**config.mk**
```make
export PLATFORM = sky130hd
export DESIGN_NAME = audio_codec_if
export DESIGN_NICKNAME = d
export VERILOG_FILES = /design/src/rtl/audio_codec_pkg.sv /design/src/rtl/stereo_fifo.sv /design/src/rtl/audio_codec_if.sv
export SDC_FILE = /design/constraint.sdc
export NUM_CORES = 1
export LEC_CHECK = 0
export BUFFER_PORTS_ARGS = -buffer_cell sky130_fd_sc_hd__buf_2
export CORE_MARGIN = 2
export CORE_UTILIZATION = 55
export DETAILED_ROUTE_END_ITERATION = 7
export GPL_ROUTABILITY_DRIVEN = 0
export PLACE_DENSITY_LB_ADDON = 0.1
export SYNTH_ARGS = -nofsm -noshare
export SYNTH_HDL_FRONTEND = slang
export SYNTH_SLANG_ARGS = --single-unit
export TNS_END_PERCENT = 10
```
**constraint.sdc**
```tcl
create_clock -name CLOCK_50 -period 6.01 [get_ports CLOCK_50]
set_input_delay 1.202 -clock CLOCK_50 [delete_from_list [all_inputs] [get_ports CLOCK_50]]
set_output_delay 1.202 -clock CLOCK_50 [all_outputs]
set_load 0.05 [all_outputs]
```
**src/rtl/audio_codec_pkg.sv**
```systemverilog
// audio_codec_pkg: shared sample width, FIFO depth and stereo pair type for the codec bridge
package audio_codec_pkg;
  localparam int SAMPLE_W = 32;
  localparam int FIFO_DEPTH = 4;
  typedef struct packed {
    logic signed [SAMPLE_W-1:0] l;
    logic signed [SAMPLE_W-1:0] r;
  } stereo_sample_t;
endpackage

```
**src/rtl/stereo_fifo.sv**
```systemverilog
// stereo_fifo: show-ahead FIFO of stereo pairs; a pop on a full FIFO frees room for a same-cycle push
module stereo_fifo
  import audio_codec_pkg::*;
#(
  parameter int DEPTH = FIFO_DEPTH
) (
  input  logic           clk,
  input  logic           rst,
  input  logic           i_push,
  input  stereo_sample_t i_data,
  input  logic           i_pop,
  output stereo_sample_t o_data,
  output logic           o_full,
  output logic           o_empty
);
  localparam int AW = $clog2(DEPTH);
  stereo_sample_t r_mem [DEPTH];
  logic [AW-1:0] r_wr, r_rd;
  logic [AW:0] r_cnt;
  logic w_push, w_pop;
  assign o_full = r_cnt == (AW+1)'(DEPTH);
  assign o_empty = r_cnt == '0;
  assign o_data = r_mem[r_rd];
  assign w_pop = i_pop & ~o_empty;
  assign w_push = i_push & (~o_full | w_pop);
  always_ff @(posedge clk or posedge rst) begin
    if (rst) begin
      r_wr <= '0;
      r_rd <= '0;
      r_cnt <= '0;
    end else begin
      if (w_push) r_wr <= r_wr + 1'b1;
      if (w_pop) r_rd <= r_rd + 1'b1;
      r_cnt <= r_cnt + (AW+1)'(w_push) - (AW+1)'(w_pop);
    end
  end
  always_ff @(posedge clk) if (w_push) r_mem[r_wr] <= i_data;
endmodule

```
**src/rtl/audio_codec_if.sv**
```systemverilog
// audio_codec_if: I2S slave bridge between WM8731-style codec pins and the stereo sample FIFOs
module audio_codec_if
  import audio_codec_pkg::*;
#(
  parameter int SAMPLE_W   = audio_codec_pkg::SAMPLE_W,
  parameter int FIFO_DEPTH = audio_codec_pkg::FIFO_DEPTH
) (
  input  logic                       CLOCK_50,
  input  logic                       reset,
  input  logic                       AUD_BCLK,
  input  logic                       AUD_ADCLRCK,
  input  logic                       AUD_ADCDAT,
  input  logic                       AUD_DACLRCK,
  output logic                       AUD_DACDAT,
  input  logic                       read_audio_in,
  output logic                       audio_in_available,
  output logic signed [SAMPLE_W-1:0] audio_in_L,
  output logic signed [SAMPLE_W-1:0] audio_in_R,
  input  logic                       write_audio_out,
  output logic                       audio_out_allowed,
  input  logic signed [SAMPLE_W-1:0] audio_out_L,
  input  logic signed [SAMPLE_W-1:0] audio_out_R,
  output logic                       adc_overrun,
  output logic                       dac_underrun
);
  logic [1:0] r_bclk_s, r_adclr_s, r_daclr_s, r_adcdat_s;
  logic r_bclk_d, r_adclr_d, r_daclr_d;
  logic w_bclk_rise, w_bclk_fall, w_adclr_rise, w_adclr_fall, w_daclr_rise, w_daclr_fall;
  always_ff @(posedge CLOCK_50 or posedge reset) begin
    if (reset) begin
      r_bclk_s <= '0;
      r_adclr_s <= '0;
      r_daclr_s <= '0;
      r_adcdat_s <= '0;
      r_bclk_d <= 1'b0;
      r_adclr_d <= 1'b0;
      r_daclr_d <= 1'b0;
    end else begin
      r_bclk_s <= {r_bclk_s[0], AUD_BCLK};
      r_adclr_s <= {r_adclr_s[0], AUD_ADCLRCK};
      r_daclr_s <= {r_daclr_s[0], AUD_DACLRCK};
      r_adcdat_s <= {r_adcdat_s[0], AUD_ADCDAT};
      r_bclk_d <= r_bclk_s[1];
      r_adclr_d <= r_adclr_s[1];
      r_daclr_d <= r_daclr_s[1];
    end
  end
  assign w_bclk_rise = r_bclk_s[1] & ~r_bclk_d;
  assign w_bclk_fall = ~r_bclk_s[1] & r_bclk_d;
  assign w_adclr_rise = r_adclr_s[1] & ~r_adclr_d;
  assign w_adclr_fall = ~r_adclr_s[1] & r_adclr_d;
  assign w_daclr_rise = r_daclr_s[1] & ~r_daclr_d;
  assign w_daclr_fall = ~r_daclr_s[1] & r_daclr_d;
  // Receive: a one-hot mask walks MSB->LSB so short words stay left-justified and surplus bits fall off
  logic [SAMPLE_W-1:0] r_rx_word, r_rx_mask, r_rx_l;
  logic r_rx_skip, r_rx_armed, r_left_valid, r_adc_overrun;
  logic w_adc_push, w_adc_full, w_adc_empty;
  stereo_sample_t w_adc_in, w_adc_head;
  assign w_adc_push = w_adclr_fall & r_left_valid;
  assign w_adc_in = '{l: r_rx_l, r: r_rx_word};
  always_ff @(posedge CLOCK_50 or posedge reset) begin
    if (reset) begin
      r_rx_word <= '0;
      r_rx_mask <= '0;
      r_rx_l <= '0;
      r_rx_skip <= 1'b0;
      r_rx_armed <= 1'b0;
      r_left_valid <= 1'b0;
      r_adc_overrun <= 1'b0;
    end else begin
      if (w_adclr_rise | w_adclr_fall) begin
        r_rx_word <= '0;
        r_rx_mask <= {1'b1, {(SAMPLE_W-1){1'b0}}};
        r_rx_skip <= 1'b1;
        r_rx_armed <= 1'b1;
        if (w_adclr_rise & r_rx_armed) begin
          r_rx_l <= r_rx_word;
          r_left_valid <= 1'b1;
        end
      end else if (w_bclk_rise & r_rx_armed) begin
        r_rx_skip <= 1'b0;
        if (!r_rx_skip) begin
          r_rx_word <= r_rx_word | (r_adcdat_s[1] ? r_rx_mask : '0);
          r_rx_mask <= r_rx_mask >> 1;
        end
      end
      if (w_adc_push & w_adc_full & ~read_audio_in) r_adc_overrun <= 1'b1;
    end
  end
  stereo_fifo #(.DEPTH(FIFO_DEPTH)) u_adc_fifo (
    .clk(CLOCK_50), .rst(reset), .i_push(w_adc_push), .i_data(w_adc_in),
    .i_pop(read_audio_in), .o_data(w_adc_head), .o_full(w_adc_full), .o_empty(w_adc_empty)
  );
  assign audio_in_available = ~w_adc_empty;
  assign audio_in_L = w_adc_empty ? '0 : w_adc_head.l;
  assign audio_in_R = w_adc_empty ? '0 : w_adc_head.r;
  assign adc_overrun = r_adc_overrun;
  // Transmit: zero fill on shift means the line idles low once the word is exhausted
  logic [SAMPLE_W-1:0] r_tx_sh, r_hold_r;
  logic r_dacdat, r_dac_underrun;
  logic w_dac_full, w_dac_empty;
  stereo_sample_t w_dac_in, w_dac_head;
  assign w_dac_in = '{l: audio_out_L, r: audio_out_R};
  stereo_fifo #(.DEPTH(FIFO_DEPTH)) u_dac_fifo (
    .clk(CLOCK_50), .rst(reset), .i_push(write_audio_out), .i_data(w_dac_in),
    .i_pop(w_daclr_fall), .o_data(w_dac_head), .o_full(w_dac_full), .o_empty(w_dac_empty)
  );
  always_ff @(posedge CLOCK_50 or posedge reset) begin
    if (reset) begin
      r_tx_sh <= '0;
      r_hold_r <= '0;
      r_dacdat <= 1'b0;
      r_dac_underrun <= 1'b0;
    end else if (w_daclr_fall) begin
      r_tx_sh <= w_dac_empty ? '0 : w_dac_head.l;
      r_hold_r <= w_dac_empty ? '0 : w_dac_head.r;
      if (w_dac_empty) r_dac_underrun <= 1'b1;
    end else if (w_daclr_rise) begin
      r_tx_sh <= r_hold_r;
    end else if (w_bclk_fall) begin
      r_dacdat <= r_tx_sh[SAMPLE_W-1];
      r_tx_sh <= r_tx_sh << 1;
    end
  end
  assign AUD_DACDAT = r_dacdat;
  assign audio_out_allowed = ~w_dac_full;
  assign dac_underrun = r_dac_underrun;
endmodule

```
==> impl_metrics.py, run 1 <==
metrics = {
    "clock_network": {
        "path_clk_slew_ns": 0.06,
        "cts-root-buf": "clkbuf_16",
        "cts_made_buffers": 70,
        "clock_latency_ns": 0.60,
        "clock_path_buffers": 3,
        "post-cts-setup-buffers": 0,
        "cts_tree": "done",
        "cts-resized-gates": 0,
        "cts_hold_buf": 0,
        "htreeDepth": 3,
        "clock_sinks": 703,
    },
    "sta": {
        "fmax_mhz": 232.1,
        "finalHoldViolations": 0,
        "slew_violations": 0,
        "maxSlewHeadroom": 0.3095,
        "timing.final.crit_period_ns": 4.309,
        "tightestPinTransition_ns": 1.036,
        "rsz0062_at_grt": "no",
        "post-route-period-util": 0.7170,
        "clock_skew_ns": 0.01465,
        "setup_viol": 0,
        "tns_ns": 0,
    },
    "floorplan": {
        "start_util": 0.5579,
        "die_y_um": 224.3,
        "rows": 80,
        "core_um2": 47850,
        "dieWidth_um": 224.3,
        "io_pins": 141,
        "die_area_um2": 50310,
    },
    "setup_path": {
        "cp.arrival_ns": 3.11,
        "rrSetupSlack_ns": 2.78,
        "reg2reg_from": "r_daclr_s[1]$_DFF_PP0_",
        "rr_worst_depth": 7,
        "rr_endpoint": "r_tx_sh[24]$_DFFE_PP0P_",
        "path_max_fanout": 51,
        "crit_required_ns": 4.81,
        "setup.worst_path.end_class": "output port",
        "setup.worst_path.start": "u_adc_fifo.r_rd[0]$_DFFE_PP0P_",
        "cp-start-kind": "flop",
        "endpoint": "audio_in_L[27]",
        "worst-setup-path-type": "reg -> out",
    },
    "synth": {
        "synth-edff-count": 512,
        "syn-num-nets": 1470,
        "synth.distinct_cells": 40,
        "syn_area_per_cell_um2": 19.34,
        "async_flop_share": 0.2717,
        "netlist.area_leader.share": 0.5760,
        "yosysSeqAreaShare": 0.7551,
        "synth_commonest_cells": "512 x edfxtp_1, 191 x dfrtp_1, 128 x mux4_2",
        "synth_top_area_cell": "edfxtp_1",
        "synth_flop_cell": "edfxtp_1",
        "yosys-top-cells-area": "edfxtp_1 58%, dfrtp_1 18%, mux4_2 11%",
        "syn_inst": 1380,
        "yosysWarningCount": 0,
        "synthesis.area_um2": 26690,
        "yosysMostFrequentCell": "edfxtp_1",
        "synth_seq_cells": 703,
    },
    "flow_run": {
        "maxCapViolations": 0,
    },
    "global_route": {
        "grt.total_usage": 0.2028,
        "antenna_found_initial": 5,
        "grt_max_degree": 127,
        "grt-ovfl-total": 0,
        "grt_pass1_vias": 13340,
        "grt_pass1_wl_mm": 76.94,
    },
    "detailed_routing": {
        "drt-initial-drc-count": 899,
        "final_antenna_net_count": 0,
        "vias": 12660,
        "met1_length_mm": 20.64,
        "highest_layer": "met5",
        "first_pass_iters": 5,
        "met3_length_mm": 2.166,
        "route.met2.wl_mm": 24.83,
        "routed_wl_mm": 48.75,
        "avgViaCountPerCell": 5.749,
        "drt_drc_violations_left": 0,
        "wl_per_cell_um": 22.13,
    },
    "place": {
        "dp_cells": 2078,
        "place.detailed.hpwl_mm": 27.21,
        "port_buffers": 140,
    },
    "min_path": {
        "hold_class": "reg -> reg",
    },
    "outcome": {
        "status": "finished clean",
    },
    "power": {
        "powerDensity_nw_per_um2": 490.5,
        "cellLeakagePower_uw": 0.01120,
        "vdd_drop_max_uv": 272.5,
        "total_power_uw": 14850,
    },
    "finish": {
        "drive_above_1_share": 0.2798,
        "stdcell_count": 2203,
        "final_core_util": 0.6327,
        "syn_to_final_growth_pct": 13.41,
        "nets": 1625,
    },
}
-- registers in the layout, indices dropped and copies added (netlist names), 3 cells and up --
| register | count |
|---|---|
| u_adc_fifo.r_cnt | 3 |
| u_dac_fifo.r_mem | 256 |
| r_rx_l | 32 |
| r_rx_mask | 32 |
| u_adc_fifo.r_mem | 256 |
| u_dac_fifo.r_cnt | 3 |
| r_hold_r | 32 |
| r_tx_sh | 32 |
| r_rx_word | 32 |
-- where the power goes --
part	internal [µW]	switching [µW]
clock network	2590	1710
registers	6050	478
logic	1520	2490
-- routing by layer --
layer / track usage / vias up
met3: 0.04389 / 90
met1: 0.2716 / 6596
met4: 0.05768 / 10
met2: 0.3408 / 253
met5: 0 / -
li1: - / 5715
-- worst max-delay path: stages (launching register included) --
cell and delay (ns):
dfrtp_4 1.11, buf_4 0.45, mux4_2 0.54, and2_1 0.17, buf_2 0.21
-- logic make-up after synthesis --
family / after synthesis / synth area share
flip-flops: 703 / 0.7551
multiplexers: 194 / 0.1345
AND/OR/NAND/NOR: 190 / 0.03680
AO/OA/AOI/OAI: 133 / 0.03877
buffers and inverters: 132 / 0.02255
adder cells (fa/ha/maj): 18 / 0.009000
XOR/XNOR: 10 / 0.003282
-- worst min path at each step --
stage,from,cells after the start,endpoint,slack [ns]
3_3_place_gp,r_bclk_s[0]$_DFF_PP0_,0,r_bclk_s[1]$_DFF_PP0_,0.33
6_report,r_adcdat_s[0]$_DFF_PP0_,0,r_adcdat_s[1]$_DFF_PP0_,0.35
5_1_grt,r_bclk_s[0]$_DFF_PP0_,0,r_bclk_s[1]$_DFF_PP0_,0.36
3_5_place_dp,r_adcdat_s[0]$_DFF_PP0_,0,r_adcdat_s[1]$_DFF_PP0_,0.33
2_1_floorplan,r_adcdat_s[0]$_DFF_PP0_,0,r_adcdat_s[1]$_DFF_PP0_,0.33
4_1_cts,r_bclk_s[0]$_DFF_PP0_,0,r_bclk_s[1]$_DFF_PP0_,0.36
-- final cells by class --
cell class	count	area [µm²]
multi-input combinational	545	5963
tap	615	769.5
sequential	703	20160
timing repair buffer	164	893.4
fill	3397	17580
clock inverter	18	209.0
inverter	51	195.2
clock buffer	106	2073
antenna	1	2.502
-- layout by cell type, fill, tap and decap left out, types with 9 or more instances in the layout --
cell       netlist  final
mux2_2          34     34
nand2_1         68     68
mux4_2         128    128
nand3_1         32     32
inv_1           51     50
a22o_1          62     62
o311ai_0        22     22
o21ai_1         20     20
clkbuf_1        29     23
ha_1            16     14
o21ai_0         14     14
o311ai_1         9      9
edfxtp_1       512    512
dfrtp_1        191    187
buf_2           37    140
buf_4            4     23
and2_1          75     67
mux2i_1         31     31
clkbuf_16        0     75
-- stage by stage --
| step | worst slack (ns) | instance area [µm²] | hold WS (ns) |
|---|---|---|---|
| 2_1_floorplan | 2.346 | 26700 | 0.3312 |
| 3_3_place_gp | 2.209 | 27990 | 0.3341 |
| 3_5_place_dp | 2.200 | 27990 | 0.3347 |
| 4_1_cts | 1.543 | 30270 | 0.3561 |
| 5_1_grt | 1.380 | 30270 | 0.3618 |
| 6_report | 1.701 | 30270 | 0.3542 |
Power figures use the tool's default switching activity.
==> run 2, diff against run 1 <==
- ABC_AREA: unset -> 1
- CORE_UTILIZATION: 55 -> 58
- clock period: 6.01 -> 4.1 ns (I/O delays scaled with it)
==> run 2 against run 1 <==
Via count up 43%. Synthesized cell count up 87%. Non-clock buffer count up 15. Worst hold slack worse by 0.011 ns. Register-to-register slack worse by 1.3 ns.
==> impl_metrics.py, run 2 <==
metrics = {
    "outcome": {
        "status": "finished clean",
    },
    "synth": {
        "synth_seq_cells": 703,
        "syn_inst": 2579,
        "yosys-top-cells-area": "edfxtp_1 54%, dfrtp_1 17%, nand2_1 7.0%",
        "synth-edff-count": 512,
        "netlist.area_leader.share": 0.5434,
        "yosysMostFrequentCell": "nand2_1",
        "synth_top_area_cell": "edfxtp_1",
        "syn_area_per_cell_um2": 10.97,
        "synth_flop_cell": "edfxtp_1",
        "synth_commonest_cells": "530 x nand2_1, 512 x edfxtp_1, 309 x nor2_1",
        "async_flop_share": 0.2717,
        "syn-num-nets": 2669,
        "synthesis.area_um2": 28290,
        "yosysSeqAreaShare": 0.7123,
        "yosysWarningCount": 0,
        "synth.distinct_cells": 26,
    },
    "detailed_routing": {
        "routed_wl_mm": 60.47,
        "final_antenna_net_count": 0,
        "wl_per_cell_um": 17.96,
        "first_pass_iters": 5,
        "drt_drc_violations_left": 0,
        "vias": 18140,
        "avgViaCountPerCell": 5.389,
        "drt-initial-drc-count": 1401,
    },
    "power": {
        "powerDensity_nw_per_um2": 732.2,
        "vdd_drop_max_uv": 421.1,
        "cellLeakagePower_uw": 0.01327,
    },
    "min_path": {
        "whs_endpoint": "r_daclr_s[0]$_DFF_PP0_",
        "hold_class": "in -> reg",
        "min_from": "AUD_DACLRCK",
        "hold_depth": 1,
    },
    "place": {
        "port_buffers": 140,
        "postPlaceCellArea_um2": 29610,
        "place.detailed.hpwl_mm": 35.13,
    },
    "finish": {
        "fin_area_um2": 31910,
        "nets": 2780,
        "final_core_util": 0.6655,
        "mostFrequentLayoutCells": "529 x nand2_1, 512 x edfxtp_1, 300 x nor2_1",
        "reg_top3": "u_adc_fifo.r_mem (256), u_dac_fifo.r_mem (256)",
        "layout_commonest_cell": "nand2_1",
        "syn_to_final_growth_pct": 12.78,
        "drive_above_1_share": 0.1111,
    },
    "floorplan": {
        "core_um2": 47950,
        "rows": 80,
        "start_util": 0.5901,
        "io_pins": 141,
        "die_y_um": 224.9,
        "dieWidth_um": 224.9,
        "die_area_um2": 50570,
    },
    "sta": {
        "slew_violations": 0,
        "post-route-period-util": 0.8346,
        "clock_skew_ns": 0.01905,
        "timing.final.crit_period_ns": 3.422,
        "maxSlewHeadroom": 0.2217,
        "fmax_mhz": 292.2,
        "setup_viol": 0,
        "finalHoldViolations": 0,
        "rsz0062_at_grt": "no",
        "tightestPinTransition_ns": 1.163,
    },
    "setup_path": {
        "setup.worst_path.end_class": "output port",
        "cp-start-kind": "flop",
        "path_max_fanout": 62,
        "rr_worst_depth": 7,
        "cp.arrival_ns": 2.60,
        "reg2reg_from": "r_daclr_s[1]$_DFF_PP0_",
        "worst-setup-path-type": "reg -> out",
        "rr_endpoint": "u_dac_fifo.r_mem[2][56]$_DFFE_PP_",
        "rrSetupSlack_ns": 1.46,
        "crit_required_ns": 3.28,
    },
    "clock_network": {
        "clock_sinks": 703,
        "post-cts-setup-buffers": 0,
        "clock_path_buffers": 3,
        "clock_latency_ns": 0.60,
        "cts-resized-gates": 0,
        "cts-root-buf": "clkbuf_16",
        "path_clk_slew_ns": 0.06,
        "htreeDepth": 3,
        "cts_made_buffers": 70,
        "cts_tree": "done",
        "cts_hold_buf": 0,
    },
    "global_route": {
        "grt-ovfl-total": 0,
        "antenna_found_initial": 8,
        "grt_max_degree": 130,
        "grt_pass1_wl_mm": 94.70,
        "grt_pass1_vias": 17580,
        "grt.total_usage": 0.2430,
    },
    "flow_run": {
        "maxCapViolations": 0,
    },
}
## run 2: cells by family (layout without fill, tap and decap cells)
| family | count (synthesis) | in the layout | share of synthesized area |
|---|---|---|---|
| DFF | 703 | 703 | 0.7123 |
| and+or+nand+nor | 1101 | 1101 | 0.1580 |
| adders and majority gates | 18 | 18 | 0.008490 |
| buffers and inverters | 425 | 591 | 0.06102 |
| xor gates and xnor gates | 7 | 7 | 0.002167 |
| other | 0 | 7 | 0 |
| AOI/OAI and AO/OA | 325 | 325 | 0.05802 |
## run 2: worst max path at each step
stage / startpoint / end / slack [ns] / cells after the start
after floorplan: read_audio_in / u_adc_fifo.r_mem[0][0]$_DFFE_PP_ / -0.11 / 4
after global placement: u_adc_fifo.r_rd[0]$_DFFE_PP0P_ / audio_in_L[0] / 1.32 / 5
after detailed placement: u_adc_fifo.r_rd[0]$_DFFE_PP0P_ / audio_in_L[0] / 1.30 / 5
after CTS: u_adc_fifo.r_rd[0]$_DFFE_PP0P_ / audio_in_L[0] / 0.65 / 5
after global routing: u_adc_fifo.r_rd[0]$_DFFE_PP0P_ / audio_in_L[0] / 0.54 / 5
final: u_adc_fifo.r_rd[0]$_DFFE_PP0P_ / audio_in_L[0] / 0.68 / 5
## run 2: stage by stage
step           setup WS, ns  setup TNS, ns  total power (µW)  hold slack, ns  instances
2_1_floorplan       -0.1123         -34.60             15110          0.3312       2579
3_3_place_gp          1.315              0             17070          0.3380       3233
3_5_place_dp          1.296              0             17220          0.3387       3233
4_1_cts              0.6492              0             23550          0.3100       3360
5_1_grt              0.5364              0             24620          0.3177       3366
6_report             0.6782              0             23360          0.3432       3367
## run 2: area by class of cell
class	count	area, µm²
flip-flops and latches	703	20160
fillers	3653	16040
well taps	615	769.5
inverters	285	1075
diodes	7	17.52
clock inverters	33	295.3
clock buffers	94	1988
repair buffers	179	1106
multi-input cells	1451	6494
## run 2: per-layer routing
layer,wire (µm),up-vias,part of all wire,track usage
li1,-,8761,-,-
met1,25280,8847,0.42,0.3118
met2,30800,437,0.51,0.4217
met3,2678,99,0.044,0.03579
met4,1704,0,0.028,0.09165
met5,0,-,0,0
## run 2: critical path, stage by stage, from the launching register on
cell and delay [ns]:
dfrtp_4 0.49, inv_2 0.48, buf_12 0.32, o21ai_0 0.14, a21oi_1 0.22, buf_2 0.31
## run 2: report_power, final
part | switching [µW] | internal [µW]
clock | 2610 | 3720
sequential | 316 | 8790
combinational | 5990 | 1930
total | 8920 | 14400
